<file path="config.mk">
export PLATFORM = sky130hd
export DESIGN_NAME = ppd_poly_mac
export DESIGN_NICKNAME = d
export VERILOG_FILES = /design/src/rtl/ppd_poly_mac.sv
export SDC_FILE = /design/constraint.sdc
export NUM_CORES = 1
export LEC_CHECK = 0
export CAP_MARGIN = 10
export CORE_UTILIZATION = 50
export DETAILED_ROUTE_END_ITERATION = 10
export GPL_TIMING_DRIVEN = 1
export PLACE_DENSITY = 0.7
export SETUP_SLACK_MARGIN = 0.1
export SLEW_MARGIN = 15
export SYNTH_ARGS = -nofsm -noshare
export SYNTH_HDL_FRONTEND = slang
export SYNTH_SLANG_ARGS = --single-unit
export TNS_END_PERCENT = 10
</file>
<file path="constraint.sdc">
create_clock -name clk_i -period 7.7 [get_ports clk_i]
set_input_delay 0.77 -clock clk_i [delete_from_list [all_inputs] [get_ports clk_i]]
set_output_delay 0.77 -clock clk_i [all_outputs]
set_load 0.05 [all_outputs]
</file>
<file path="src/rtl/ppd_poly_mac.sv">
// Polyphase decimate-by-4 FIR MAC: one 4-phase frame in, one filtered sample out.
// Phases are folded into a time-shared 4-tap MAC, one phase per cycle.
module ppd_poly_mac #(
    parameter int              DW   = 11,
    parameter int              CW   = 12,
    parameter logic [16*CW-1:0] COEF = {CW'(16), CW'(15), CW'(14), CW'(13),
                                        CW'(12), CW'(11), CW'(10), CW'(9),
                                        CW'(8),  CW'(7),  CW'(6),  CW'(5),
                                        CW'(4),  CW'(3),  CW'(2),  CW'(1)},
    parameter int              OW   = DW + CW + 4
) (
    input  logic                 clk_i,
    input  logic                 rst_i,
    input  logic                 phase_en_i,
    input  logic signed [DW-1:0] signal_phase1_i,
    input  logic signed [DW-1:0] signal_phase2_i,
    input  logic signed [DW-1:0] signal_phase3_i,
    input  logic signed [DW-1:0] signal_phase4_i,
    output logic signed [OW-1:0] y_o,
    output logic                 valid_o,
    output logic                 overrun_o
);

    typedef enum logic {IDLE, CALC} state_t;

    state_t                     state_q, state_d;
    logic [1:0]                 ph_cnt_q, ph_cnt_d;
    logic signed [OW-1:0]       acc_q, acc_d;
    logic signed [OW-1:0]       y_q, y_d;
    logic                       valid_q, valid_d;
    logic                       ovr_q, ovr_d;
    logic [3:0][3:0][DW-1:0]    line_q, line_d;
    logic [3:0][DW-1:0]         phase_in;
    logic                       shift;

    logic signed [CW-1:0]       coef_a [16];
    logic signed [OW-1:0]       prod [4];
    logic signed [OW-1:0]       part_sum;

    assign phase_in = {signal_phase4_i, signal_phase3_i, signal_phase2_i, signal_phase1_i};

    for (genvar n = 0; n < 16; n++) begin : g_coef
        assign coef_a[n] = COEF[n*CW +: CW];
    end

    // Tap k of the active phase uses h[4k+ph_cnt] against that phase's k-th oldest sample.
    for (genvar k = 0; k < 4; k++) begin : g_tap
        logic signed [DW-1:0] x_sel;
        logic signed [CW-1:0] c_sel;
        assign x_sel   = line_q[ph_cnt_q][k];
        assign c_sel   = coef_a[{2'(k), ph_cnt_q}];
        assign prod[k] = OW'(x_sel) * OW'(c_sel);
    end

    assign part_sum = prod[0] + prod[1] + prod[2] + prod[3];

    always_comb begin
        state_d  = state_q;
        ph_cnt_d = ph_cnt_q;
        acc_d    = acc_q;
        y_d      = y_q;
        valid_d  = 1'b0;
        ovr_d    = ovr_q;
        shift    = 1'b0;
        unique case (state_q)
            IDLE: begin
                if (phase_en_i) begin
                    shift    = 1'b1;
                    state_d  = CALC;
                    ph_cnt_d = 2'd0;
                    acc_d    = '0;
                end
            end
            CALC: begin
                if (ph_cnt_q == 2'd3) begin
                    // Finishing frame reads pre-shift lines; a new frame may shift on this same edge.
                    y_d      = acc_q + part_sum;
                    valid_d  = 1'b1;
                    acc_d    = '0;
                    ph_cnt_d = 2'd0;
                    if (phase_en_i) shift = 1'b1;
                    else            state_d = IDLE;
                end else begin
                    acc_d    = acc_q + part_sum;
                    ph_cnt_d = ph_cnt_q + 2'd1;
                    if (phase_en_i) ovr_d = 1'b1;
                end
            end
            default: state_d = IDLE;
        endcase
    end

    always_comb begin
        line_d = line_q;
        if (shift) begin
            for (int p = 0; p < 4; p++) begin
                line_d[p] = {line_q[p][2:0], phase_in[p]};
            end
        end
    end

    always_ff @(posedge clk_i or posedge rst_i) begin
        if (rst_i) begin
            state_q  <= IDLE;
            ph_cnt_q <= 2'd0;
            acc_q    <= '0;
            y_q      <= '0;
            valid_q  <= 1'b0;
            ovr_q    <= 1'b0;
            line_q   <= '0;
        end else begin
            state_q  <= state_d;
            ph_cnt_q <= ph_cnt_d;
            acc_q    <= acc_d;
            y_q      <= y_d;
            valid_q  <= valid_d;
            ovr_q    <= ovr_d;
            line_q   <= line_d;
        end
    end

    assign y_o       = y_q;
    assign valid_o   = valid_q;
    assign overrun_o = ovr_q;

endmodule

</file>
==> metrics, run 1 <==
status=finished, final reports clean; core box area=36900 um^2; Hold Path Class=register to register; Critical Path Fanout Max=4; 1st-iter DRT viols=490; Initial Utilization=0.513; Syn Nets=1996; GRT Overall Usage=0.211; gp weighted congestion=0.891; IO Pins=76; number of buffers added on ports=75; multi-input logic area=12100 um^2; Setup TNS=0 ns; initial antenna violation count=0; Post-Synth Adder-Cell Area=0.334; Worst setup SP type=register; CP endpoint kind=register; Yosys reg bits=235; Max clock buf depth=3; clock-pin slew on the worst setup and hold paths=0.06 ns; Clock Root Buffer=clkbuf_16; die width=196 um; H-Tree Depth=1; Mapped Cells=1552; simple-gate share of the synthesized area=0.0626; drt wl/cell=18.2 um; TritonRoute pass-1 iters=4; Crit Path Category=register to register; clk_skew=0.0207 ns; Area after DPL=20400 um^2; full die area=38600 um^2; ys flop type=dfrtp_1; Std-Cell Rows=70; Fmax achieved=132 MHz; Top Usage Layer GRT=met2; unrepaired setup endpoints after global routing=yes; post-synthesis xor/xnor area fraction=0.0120; Avg Cell Area, Syn=12.2 um^2; Layout area overhead=16.7%; WP data arrival=7.99 ns; # nets final=2113; routed via count=11500; post-synthesis sequential area ratio=0.311; Cell Area, Synth=18900 um^2; HPWL Detailed=29900 um; Overflow after GRT=0; met3 global-route usage=0.0188; largest family of logic cells by synthesized area=adder cells; share of cells above drive strength 1=0.255; vias in the first global route=12300; clock insertion delay at the later pin of the skew report=0.57 ns; largest net degree at the start of global routing=172; Worst EP required=8.13 ns; final period utilization=0.982; register cell area after layout=5890 um^2; Max Slew Vio Count=0; Post-DRT Antenna Nets=0; Fin. Hold Viols=0; routed vias/inst=5.23; commonest non-fill, non-tap cell in the layout=inv_1; Slew @ Worst Pin=0.963 ns; mux contribution to synthesized area=0.175; MaxCap Viol Count=0; Max-slew headroom=0.358; Yosys cell types=51; CTS Buf Count=28; commonest cells after routing, fill and taps aside=inv_1, dfrtp_1, ha_1; CTS tree=yes; first-pass GRT wire length=64400 um; met1 Usage GRT=0.288; met2 Use GR=0.358; finished layout cell area=22000 um^2; compound-gate portion of the synthesized area=0.0399; ANT cells=0; DRC=0; Yosys warnings=0; final WL=40000 um; clock tree sinks=235; Post-synth EDFFs=0; asr flop ratio synth=1.00; fillers=2926; Final setup viols=0; minimum clock period after layout=7.56 ns; Die Ht=196 um
registers in the layout, indices dropped and copies added (netlist names):
| signal | cells |
|---|---|
| line_q | 176 |
| acc_q | 27 |
| valid_o | 1 |
| y_o | 27 |
| ph_cnt_q | 2 |
| overrun_o | 1 |
| state_q | 1 |
layer usage:
layer  part of all wire  up-vias
li1                   -     5367
met1               0.44     5907
met2               0.51      148
met3              0.024       64
met4              0.028        0
met5                  0        -
cell usage after synthesis (6+ instances only):
library cell	number	area, um^2
xnor2_1	18	158
a21oi_1	20	100
a21o_1	7	52.6
a22o_1	25	219
xor2_1	8	70.1
nor2_1	24	90.1
mux2i_1	31	310
inv_1	256	961
o21ai_0	15	75.1
ha_1	217	2720
o21ai_1	6	30.0
buf_2	26	130
nand2_1	51	191
fa_1	180	3600
nor2b_1	42	263
mux2_2	198	2230
mux4_2	33	743
dfrtp_1	235	5880
and2_1	68	425
a31oi_1	7	43.8
clkbuf_1	26	97.6
nand2b_1	16	100
worst max-delay path, cell delays in order, from the launching register on:
cell and delay [ns]:
dfrtp_4 0.51, buf_12 0.15, mux4_2 0.44, and2_4 0.18, fa_1 0.49, fa_1 0.49, inv_1 0.05, fa_2 0.53
inv_2 0.05, ha_4 0.26, fa_1 0.43, fa_1 0.60, fa_2 0.44, fa_1 0.52, inv_1 0.05, fa_1 0.51
inv_2 0.05, ha_4 0.27, o211ai_1 0.15, o21bai_4 0.27, a21boi_4 0.11, o221ai_4 0.29, a31oi_4 0.15, xnor2_2 0.19
mux2_4 0.27
final cells by class:
class | instances | area share
clock buffers | 40 | 0.0366
inverters | 256 | 0.0439
multi-input cells | 1004 | 0.551
flip-flops and latches | 235 | 0.267
repair buffers | 144 | 0.0651
well taps | 504 | 0.0286
clock inverters | 12 | 0.00783
metrics by stage:
stage               setup slack (ns)   util  hold slack [ns]  std cells
floorplan                      0.275      -            0.473       1552
global placement              0.0993  0.552            0.439       2107
detailed placement            0.0399  0.552            0.452       2107
CTS                           0.0753  0.582            0.465       2165
global route                 -0.0607  0.598            0.496       2195
finish                         0.137  0.598            0.459       2195
final timing paths:
kind | depth (start not counted) | slack (ns) | endpoint | startpoint
worst min register to register | 1 | 0.46 | overrun_o | overrun_o
worst max-delay path | 24 | 0.14 | y_o[18] | ph_cnt_q[0]
max in group asynchronous | 3 | 5.65 | ph_cnt_q[0] | rst_i
worst max register to register | 24 | 0.14 | y_o[18] | ph_cnt_q[0]
worst min-delay path | 1 | 0.46 | overrun_o | overrun_o
min in group asynchronous | 2 | 0.66 | line_q[87] | rst_i
repair_timing:
| item | CTS | global route |
|---|---|---|
| cloned | 1 | 2 |
| hold buffers | 0 | 0 |
| buffers inserted | 5 | 28 |
| endpoints found under the setup margin | 11 | 32 |
| resized for setup | 4 | 72 |
| pin swaps | 0 | 51 |
cell families after synthesis:
family,after synthesis
compound gates,100
flops,235
xor+xnor,26
mux,264
fa+ha+maj,397
buf+inv,313
simple gates,217
Power of run 1 is not shown: default switching activity piles up to over one toggle a cycle in this logic, so the estimate is an artifact.
==> inputs of run 2 (changes only) <==
--- a/config.mk
+++ b/config.mk
@@ -7,9 +7,10 @@
 export LEC_CHECK = 0
 export CAP_MARGIN = 10
 export CORE_UTILIZATION = 50
+export CTS_BUF_LIST = sky130_fd_sc_hd__clkbuf_4 sky130_fd_sc_hd__clkbuf_8 sky130_fd_sc_hd__clkbuf_16
 export DETAILED_ROUTE_END_ITERATION = 10
 export GPL_TIMING_DRIVEN = 1
-export PLACE_DENSITY = 0.7
+export PLACE_DENSITY = 0.68
 export SETUP_SLACK_MARGIN = 0.1
 export SLEW_MARGIN = 15
 export SYNTH_ARGS = -nofsm -noshare
==> constraint.sdc (replaced) <==
create_clock -name clk_i -period 8.1 [get_ports clk_i]
set_input_delay 0.81 -clock clk_i [delete_from_list [all_inputs] [get_ports clk_i]]
set_output_delay 0.81 -clock clk_i [all_outputs]
set_load 0.05 [all_outputs]
==> run 2 against run 1 <==
Hold slack worse by 0.0075 ns; critical path type unchanged; non-clock buffer count down 42; first-iteration DRC count up 17%.
==> metrics, run 2 (same netlist as run 1, synthesis figures left out) <==
Critical Path Fanout Max=8; Clock Root Buffer=clkbuf_16; die width=196 um; Max-slew headroom=0.287; Std-Cell Rows=70; routed via count=11300; final WL=39000 um; commonest non-fill, non-tap cell in the layout=inv_1; routed vias/inst=5.23; Worst setup SP type=register; clock insertion delay at the later pin of the skew report=0.58 ns; commonest cells after routing, fill and taps aside=inv_1, dfrtp_1, ha_1; CTS Buf Count=27; Die Ht=196 um; minimum clock period after layout=7.71 ns; drt wl/cell=18.1 um; IO Pins=76; vias in the first global route=12100; share of cells above drive strength 1=0.207; CP endpoint kind=register; Final setup viols=0; Post-DRT Antenna Nets=0; Setup TNS=0 ns; Layout area overhead=12.4%; Biggest register=line_q; number of buffers added on ports=75; # nets final=2070; GRT Overall Usage=0.212; Slew @ Worst Pin=1.07 ns; gp weighted congestion=0.849; core box area=36900 um^2; Hold Path Class=register to register; Max Slew Vio Count=0; clock-pin slew on the worst setup and hold paths=0.06 ns; ANT cells=0; full die area=38600 um^2; initial antenna violation count=0; clk_skew=0.0181 ns; fillers=3065; DRC=0; WP data arrival=8.17 ns; Initial Utilization=0.513; clock tree sinks=235; unrepaired setup endpoints after global routing=no; largest net degree at the start of global routing=173; Fmax achieved=130 MHz; Overflow after GRT=0; Crit Path Category=register to register; final period utilization=0.952; Fin. Hold Viols=0; hold_ws=0.452 ns; status=finished, final reports clean; hold_buf cts=0; Finished Layout Cells=2151; first-pass GRT wire length=64500 um; placed cell count=2095; MaxCap Viol Count=0; max reg flops=176; CTS tree=yes; 1st-iter DRT viols=572; Worst EP required=8.56 ns; H-Tree Depth=1; TritonRoute pass-1 iters=7; Max clock buf depth=3; HPWL Detailed=30000 um
==> run 2: cell types whose count changed in the layout (fill, tap and decap cells not counted), sizes merged <==
| cell | before | now |
|---|---|---|
| buf | 67 | 27 |
| bufinv | 4 | 3 |
| clkbuf | 42 | 37 |
| clkinv | 6 | 8 |
| clkinvlp | 2 | 0 |
| inv | 256 | 258 |
==> run 2: timing repair <==
action | 4_1_cts | 5_1_grt
gates resized for setup | 0 | 5
buffers inserted | 0 | 6
setup endpoints to repair | 0 | 17
==> run 2: final timing paths <==
check | from | to | slack (ns) | depth (start not counted)
max | ph_cnt_q[0] | y_o[18] | 0.39 | 24
min | overrun_o | overrun_o | 0.45 | 1
max reg2reg | ph_cnt_q[0] | y_o[18] | 0.39 | 24
min reg2reg | overrun_o | overrun_o | 0.45 | 1
max in group asynchronous | rst_i | ph_cnt_q[1] | 6.02 | 3
min in group asynchronous | rst_i | line_q[87] | 0.67 | 2
==> run 2: area by class of cell <==
cell class | instances | area [um^2] | area share
Multi-Input combinational cell | 1004 | 11800 | 0.557
Sequential cell | 235 | 5890 | 0.277
Timing Repair Buffer | 102 | 986 | 0.0464
Inverter | 256 | 968 | 0.0456
Clock buffer | 37 | 776 | 0.0365
Tap cell | 504 | 631 | 0.0297
Clock inverter | 13 | 166 | 0.00783
==> run 2: through the flow <==
| stage | setup slack (ns) | util | area [um^2] |
|---|---|---|---|
| 2_1_floorplan | 0.675 | - | 18900 |
| 3_3_place_gp | 0.316 | 0.549 | 20200 |
| 3_5_place_dp | 0.241 | 0.549 | 20200 |
| 4_1_cts | 0.209 | 0.574 | 21200 |
| 5_1_grt | 0.113 | 0.576 | 21200 |
| 6_report | 0.393 | 0.576 | 21200 |
==> run 2: critical path: stages, from the launching register on <==
cell	delay (ns)
dfrtp_4	0.51
buf_4	0.14
mux4_2	0.53
nor2b_1	0.18
fa_1	0.46
fa_1	0.49
inv_1	0.05
fa_1	0.37
fa_1	0.49
fa_1	0.50
inv_1	0.05
fa_1	0.48
fa_1	0.50
fa_1	0.49
inv_1	0.05
fa_1	0.47
inv_1	0.04
ha_1	0.32
a21o_1	0.21
o21bai_4	0.21
a21boi_4	0.18
o221ai_2	0.19
a31oi_2	0.25
xnor2_1	0.13
mux2_4	0.27
==> run 2: layer usage <==
metal	global-route usage	part of all wire	wire [um]
met5	0	0	0
met4	0.0547	0.021	834
met3	0.0250	0.025	983
met2	0.348	0.49	19100
met1	0.299	0.46	18100
Power of run 2 is left out for the same reason.
